<file path="src/rtl/dmem_responder.sv">
// dmem_responder: wait-stated word RAM slave for the CPU data bus; define DMEM_ALIGN_CHECK_EN to flag and suppress misaligned accesses
module dmem_responder #(
    parameter int ADDR_W  = 6,
    parameter int LATENCY = 2
) (
    input  logic        clk,
    input  logic        rst,
    input  logic        memreq,
    input  logic        memwrite,
    input  logic [31:0] dataadr,
    input  logic [31:0] writedata,
    output logic [31:0] readdata,
    output logic        ready,
    output logic        busy,
    output logic        err
);
    typedef enum logic [1:0] {IDLE, WAIT, RESP} state_t;
    localparam logic [3:0] LAT_M1 = 4'(LATENCY - 1);
    state_t state, next;
    logic [3:0] cnt;
    logic wr_q;
    logic [ADDR_W-1:0] idx_q;
    logic [31:0] wd_q;
    logic [31:0] mem [2**ADDR_W];
    logic mis;
    logic accept;
    assign accept = state == IDLE && memreq;
    always_ff @(posedge clk) begin
        if (rst) begin
            state <= IDLE;
            cnt <= '0;
        end else begin
            state <= next;
            if (accept) cnt <= LAT_M1;
            else if (state == WAIT && cnt != 4'd0) cnt <= cnt - 4'd1;
        end
    end
    always_ff @(posedge clk) begin
        if (accept) begin
            wr_q <= memwrite;
            idx_q <= dataadr[ADDR_W+1:2];
            wd_q <= writedata;
        end
    end
    always_comb begin
        next = state;
        unique case (state)
            IDLE: if (memreq) next = LATENCY > 0 ? WAIT : RESP;
            WAIT: if (cnt == 4'd0) next = RESP;
            RESP: next = IDLE;
            default: next = IDLE;
        endcase
    end
`ifdef DMEM_ALIGN_CHECK_EN
    logic [1:0] lo_q;
    logic unused_adr;
    always_ff @(posedge clk) if (accept) lo_q <= dataadr[1:0];
    assign mis = |lo_q;
    assign unused_adr = ^dataadr[31:ADDR_W+2];
`else
    logic unused_adr;
    assign mis = 1'b0;
    assign unused_adr = ^{dataadr[31:ADDR_W+2], dataadr[1:0]};
`endif
    assign ready = state == RESP;
    assign busy = state != IDLE;
    assign err = ready && mis;
    assign readdata = (ready && !mis) ? mem[idx_q] : '0;
    // a reset landing on the closing edge of RESP still discards the write
    always_ff @(posedge clk) begin
        if (!rst && ready && wr_q && !mis) mem[idx_q] <= wd_q;
    end
endmodule

</file>
<file path="config.mk">
export PLATFORM = sky130hd
export DESIGN_NAME = dmem_responder
export DESIGN_NICKNAME = d
export VERILOG_FILES = /design/src/rtl/dmem_responder.sv
export SDC_FILE = /design/constraint.sdc
export NUM_CORES = 2
export LEC_CHECK = 0
export CORE_ASPECT_RATIO = 0.6
export CORE_MARGIN = 4
export CORE_UTILIZATION = 50
export CTS_CLUSTER_DIAMETER = 50
export CTS_CLUSTER_SIZE = 40
export DETAILED_ROUTE_END_ITERATION = 8
export PLACE_DENSITY_LB_ADDON = 0.1
export SLEW_MARGIN = 0
export SYNTH_ARGS = -nofsm -noshare
export SYNTH_HDL_FRONTEND = slang
export SYNTH_SLANG_ARGS = --single-unit
export TNS_END_PERCENT = 50
</file>
<file path="constraint.sdc">
create_clock -name clk -period 5.3 [get_ports clk]
set_clock_uncertainty 0.05 [all_clocks]
set_input_delay 1.59 -clock clk [delete_from_list [all_inputs] [get_ports clk]]
set_output_delay 1.59 -clock clk [all_outputs]
set_load 0.03 [all_outputs]
</file>
* Word-level counts from Yosys, hierarchy flattened
Memories as Yosys holds them, arrays and structs flattened. A register that Yosys moved wholly into a read port is not among the register bits.
Index checks and enable logic that the tools add are counted.
** Cells by class
- Add/subtract/negate cells :: 1
- Multipliers :: 0
- Div/mod/pow operators :: 0
- Order comparisons :: 0
- Eq/ne operators :: 4
- Shift-type cells :: 0
- Multiplexer cells :: 9
- Bitwise operators :: 0
- Reduce and logical (&&, ||, !) cells :: 12
** Operators with widths (count)
- $mux W32 :: 1
- $mux W6 :: 1
- $logic_and A1 B1 Y1 :: 4
- $logic_not A4 Y1 :: 1
- $mux W1 :: 4
- $mux W2 :: 2
- $pmux W2 S2 :: 1
- $reduce_bool A2 Y1 :: 2
- $reduce_bool A4 Y1 :: 1
- $sub A4 B1 Y4 const B :: 1
- $eq A2 B1 Y1 const B :: 1
- $eq A2 B2 Y1 const B :: 1
- $logic_not A2 Y1 :: 1
- $ne A2 B1 Y1 const B :: 1
- $ne A2 B2 Y1 const B :: 1
- $reduce_and A2 Y1 :: 1
- $reduce_or A2 Y1 :: 1
- $logic_not A1 Y1 :: 1
** Word-level totals
- Register bits after elaboration :: 45
- Latch bits :: 0
- RAM bits :: 2048
- Memory bits (read-only) :: 0
- Bits of input ports :: 68
- Output and inout bits :: 35
- Logic and storage cells :: 33
- Memories :: 1
** Memories
- mem :: depth 64, bits a word 32, read ports 1, clocked after memory_dff 1, wr ports 1, line 24 : logic [31:0] mem [2**ADDR_W];

* Logic depth before layout (Yosys ltp)
- Depth in word-level cells :: 5
- Depth in mapped cells :: 10
- Depth with buffers taken out :: 6

* Least setup slack after synthesis
Ideal clock, no wire load.
- Path type :: reg-to-output
- From :: register (tool-made name)
- To :: output port readdata[15]
- Data arrival time :: 3.046 ns
- Data required time :: 3.660 ns
- Setup slack :: 0.614 ns
- Cell stages (with the launch flop) :: 9
- Buffers on the path :: 4
- Cell sequence :: dfxtp_1 -> buf_2 -> buf_4 -> buf_2 -> clkbuf_1 -> nor2b_1 -> nand2_1 -> and3_1 -> a2111oi_0
** RTL lines
- end, declared :: line 12 : output logic [31:0] readdata,

==> impl_metrics.env <==
export IMPL_finalSetupTns_ps=0
export IMPL_clockRootBuffer="sky130_fd_sc_hd__clkbuf_16"
export IMPL_mappedNetlistNets=3430
export IMPL_postRouteAntennaNets=0
export IMPL_finalSetupViolations=0
export IMPL_critPathTopFamily="multiplexers"
export IMPL_gp_congestion=0.8185
export IMPL_dp_final_hpwl_microns=132000
export IMPL_power_static_leakage_nw=28.49
export IMPL_layout_drive_gt1_share_pct=33.87
export IMPL_yosysSeqAreaShare_pct=78.63
export IMPL_synth_area_leader_cell="sky130_fd_sc_hd__edfxtp_1"
export IMPL_critPathMaxFanout=18
export IMPL_clock_sinks=2099
export IMPL_cp_arrival_ps=3630
export IMPL_total_nets_final=3795
export IMPL_period_minus_slack_ps=5270
export IMPL_rsz0062_at_grt="true"
export IMPL_holdPathEnd="state[1]"
export IMPL_worst_r2r_startpoint="state[0]"
export IMPL_synth_ff_type="sky130_fd_sc_hd__edfxtp_1"
export IMPL_highest_count_cells_in_the_layout_ignoring_fill_and_taps="2087 x sky130_fd_sc_hd__edfxtp_1, 563 x sky130_fd_sc_hd__mux4_2, 255 x sky130_fd_sc_hd__buf_4, 142 x sky130_fd_sc_hd__clkbuf_16, 92 x sky130_fd_sc_hd__mux2i_1"
export IMPL_tightest_slew_ps=1152
export IMPL_worst_hold_path_type="reg -> reg"
export IMPL_postSynthCellCount=3361
export IMPL_grt_pass1_vias=38740
export IMPL_detailed_route_vias_per_instance=6.531
export IMPL_grt_max_degree=69
export IMPL_antenna_found_initial=8
export IMPL_timing_setup_critical_path_class="reg -> out"
export IMPL_crit_required_ps=3660
export IMPL_crit_path_end_kind="output pin"
export IMPL_numCtsBuffers=137
export IMPL_floorplan_die_width_microns=524.4
export IMPL_chip_height_microns=317.9
export IMPL_wl_per_cell_microns=38.21
export IMPL_grt_ovfl_total=0
export IMPL_crit_top_cell="sky130_fd_sc_hd__buf_12"
export IMPL_detailedRoute_firstPassIterationCount=6
export IMPL_detail_route_wirelength_microns=227700
export IMPL_r2r_worst_path_cells=6
export IMPL_layout_area_overhead_vs_synth_pct=14.42
export IMPL_worst_hold_startpoint="state[0]"
export IMPL_relSlewSlack_pct=22.99
export IMPL_grt_first_pass_wirelength_microns=314300
export IMPL_regToRegEndpoint="mem[13][17]"
export IMPL_synth_top_cell_area_share_pct=78.33
export IMPL_fmax_mhz=189.7
export IMPL_clock_insertion_delay_at_the_later_pin_of_the_skew_report_ps=790
export IMPL_critical_path_cell_chain="buf_12, buf_16, buf_4, buf_12, mux4_2, mux4_2, a21oi_1, o21ai_2, buf_12"
export IMPL_synth_avg_cell_area_sq_um=23.81
export IMPL_min_path_cells=2
export IMPL_place_port_buffers=75
export IMPL_number_of_enable_flip_flop_cells_after_synthesis=2087
export IMPL_cts_root_to_sink_buffers=3
export IMPL_floorplan_io_pins=103
export IMPL_drv_slew=0
export IMPL_die_area_sq_um=166700
export IMPL_layout_commonest_cell="sky130_fd_sc_hd__edfxtp_1"
export IMPL_design_power_total_mw=33.29
export IMPL_cpPeakStageDelay_ps=530
export IMPL_ys_async_sr_fraction_pct=0
export IMPL_route_vias_total=38920
export IMPL_clk_pin_slew_ps=90
export IMPL_drt_initial_drc_count=5815
export IMPL_path_buf_inv=5
export IMPL_synth_seq_cells=2099
export IMPL_floorplan_initialDensity_pct=50.44
export IMPL_crit_path_start_kind="register"
export IMPL_cts_hold_buffers_added=0
export IMPL_synth_cell_types=54
export IMPL_power_density_nw_per_um2=363.7
export IMPL_critPathSlowestCell="sky130_fd_sc_hd__mux4_2"
export IMPL_syn_area_sq_um=80010
export IMPL_fp_row_count=113
export IMPL_cts_tree="yes"
export IMPL_detail_route_drc_violations=0
export IMPL_core_sq_um=158600
export IMPL_outcome="finished, final reports clean"
export IMPL_grt_total_usage_pct=27.36
export IMPL_max_cap_violations=0
export IMPL_min_period_over_period_pct=99.44
export IMPL_ys_warn_count=0
export IMPL_r2r_slack_ps=2140
export IMPL_netlist_top_cells_area="sky130_fd_sc_hd__edfxtp_1 78%, sky130_fd_sc_hd__mux4_2 16%, sky130_fd_sc_hd__mux2i_1 1.2%, sky130_fd_sc_hd__nor2_1 0.48%, sky130_fd_sc_hd__buf_4 0.39%"
export IMPL_largest_voltage_drop_on_the_vdd_net_mv=0.3744
export IMPL_htree_levels=4
export IMPL_finalHoldViolations=0
-- per-layer routing --
metal	vias up	wire [microns]	global-route usage [%]	part of all wire, %
li1	15130	-	-	-
met2	2247	102600	40.51	45
met5	-	13	0	0.0057
met4	2	5946	7.633	2.6
met1	21250	95050	41.66	42
met3	292	24150	5.952	11
-- worst register-to-register path, stage by stage, from the launching register on --
cell,delay (ps)
sky130_fd_sc_hd__dfxtp_1,320
sky130_fd_sc_hd__nand2b_1,160
sky130_fd_sc_hd__inv_1,450
sky130_fd_sc_hd__and4b_1,440
sky130_fd_sc_hd__nand2_1,580
sky130_fd_sc_hd__nor2_4,300
sky130_fd_sc_hd__buf_4,470
-- report_power, final --
group	total [mW]	internal, mW	switching, mW
clock	11.5	5.52	5.95
combinational	3.41	1.46	1.95
sequential	18.4	18.4	0.0475
-- synthesized netlist by cell type, drive strengths merged (4+ instances only) --
master	count
a22oi	39
o22ai	23
mux2	26
nand2	61
inv	8
dfxtp	12
o32ai	4
a31oi	9
edfxtp	2087
mux4	563
nand3	23
nor2	102
nand2b	7
o21ai	22
a21oi	24
clkbuf	48
and2	4
nor2b	9
mux2i	97
o211ai	9
buf	127
a221oi	4
nand3b	5
nor3	7
a211oi	4
-- worst max path at each step --
| stage | from | cells past startpoint | to |
|---|---|---|---|
| final | register | 9 | readdata[20] |
| after global routing | register | 10 | readdata[1] |
| after CTS | register | 8 | readdata[8] |
| after detailed placement | register | 9 | readdata[23] |
| after global placement | register | 9 | readdata[23] |
| after floorplan | register | 8 | readdata[15] |
-- sequential cells by signal, summed over array words and instances, names as in the netlist, named ones only --
signal	flops
cnt	4
idx_q	6
mem	2048
state	2
wd_q	32
wr_q	1
-- cells by family (layout without fill, tap and decap cells) --
group                    after synthesis  count (layout)  synth area share [%]
adder cells (fa/ha/maj)                1               1               0.01564
AO/OA/AOI/OAI                        156             156                 1.317
other                                  1               2              0.004687
flip-flops                          2099            2099                 78.63
AND/OR/NAND/NOR                      232             232                 1.281
XOR/XNOR                               3               3               0.03285
buffers and inverters                183             654                 1.295
multiplexers                         686             686                 17.43
-- layout make-up --
type,count,area (sq um)
fill,11300,67090
sequential,2099,62930
multi-input combinational,1079,16840
timing repair buffer,401,4419
clock buffer,146,3505
tap,2127,2661
clock inverter,99,1164
inverter,8,30.03
antenna,1,2.502
-- per-stage QoR --
step / instance area [sq um] / setup WS (ps) / cells / utilization, % / hold slack, ps
finish: 91550 / 29.88 / 5960 / 57.71 / 476.9
global route: 91550 / -52.50 / 5959 / 57.71 / 527.9
CTS: 91310 / -67.47 / 5951 / 57.56 / 475.0
detailed placement: 85950 / 428.4 / 5690 / 54.18 / 462.7
global placement: 85950 / 363.3 / 5690 / 54.18 / 446.9
floorplan: 80010 / 614.0 / 3361 / - / 404.8
-- what timing repair did --
item,4_1_cts,5_1_grt
pin swaps,1,0
gates cloned,6,3
setup buffers,11,6
setup endpoints to repair,32,21
resized for setup,74,21
Note: power is estimated with default switching activity, not from simulation.
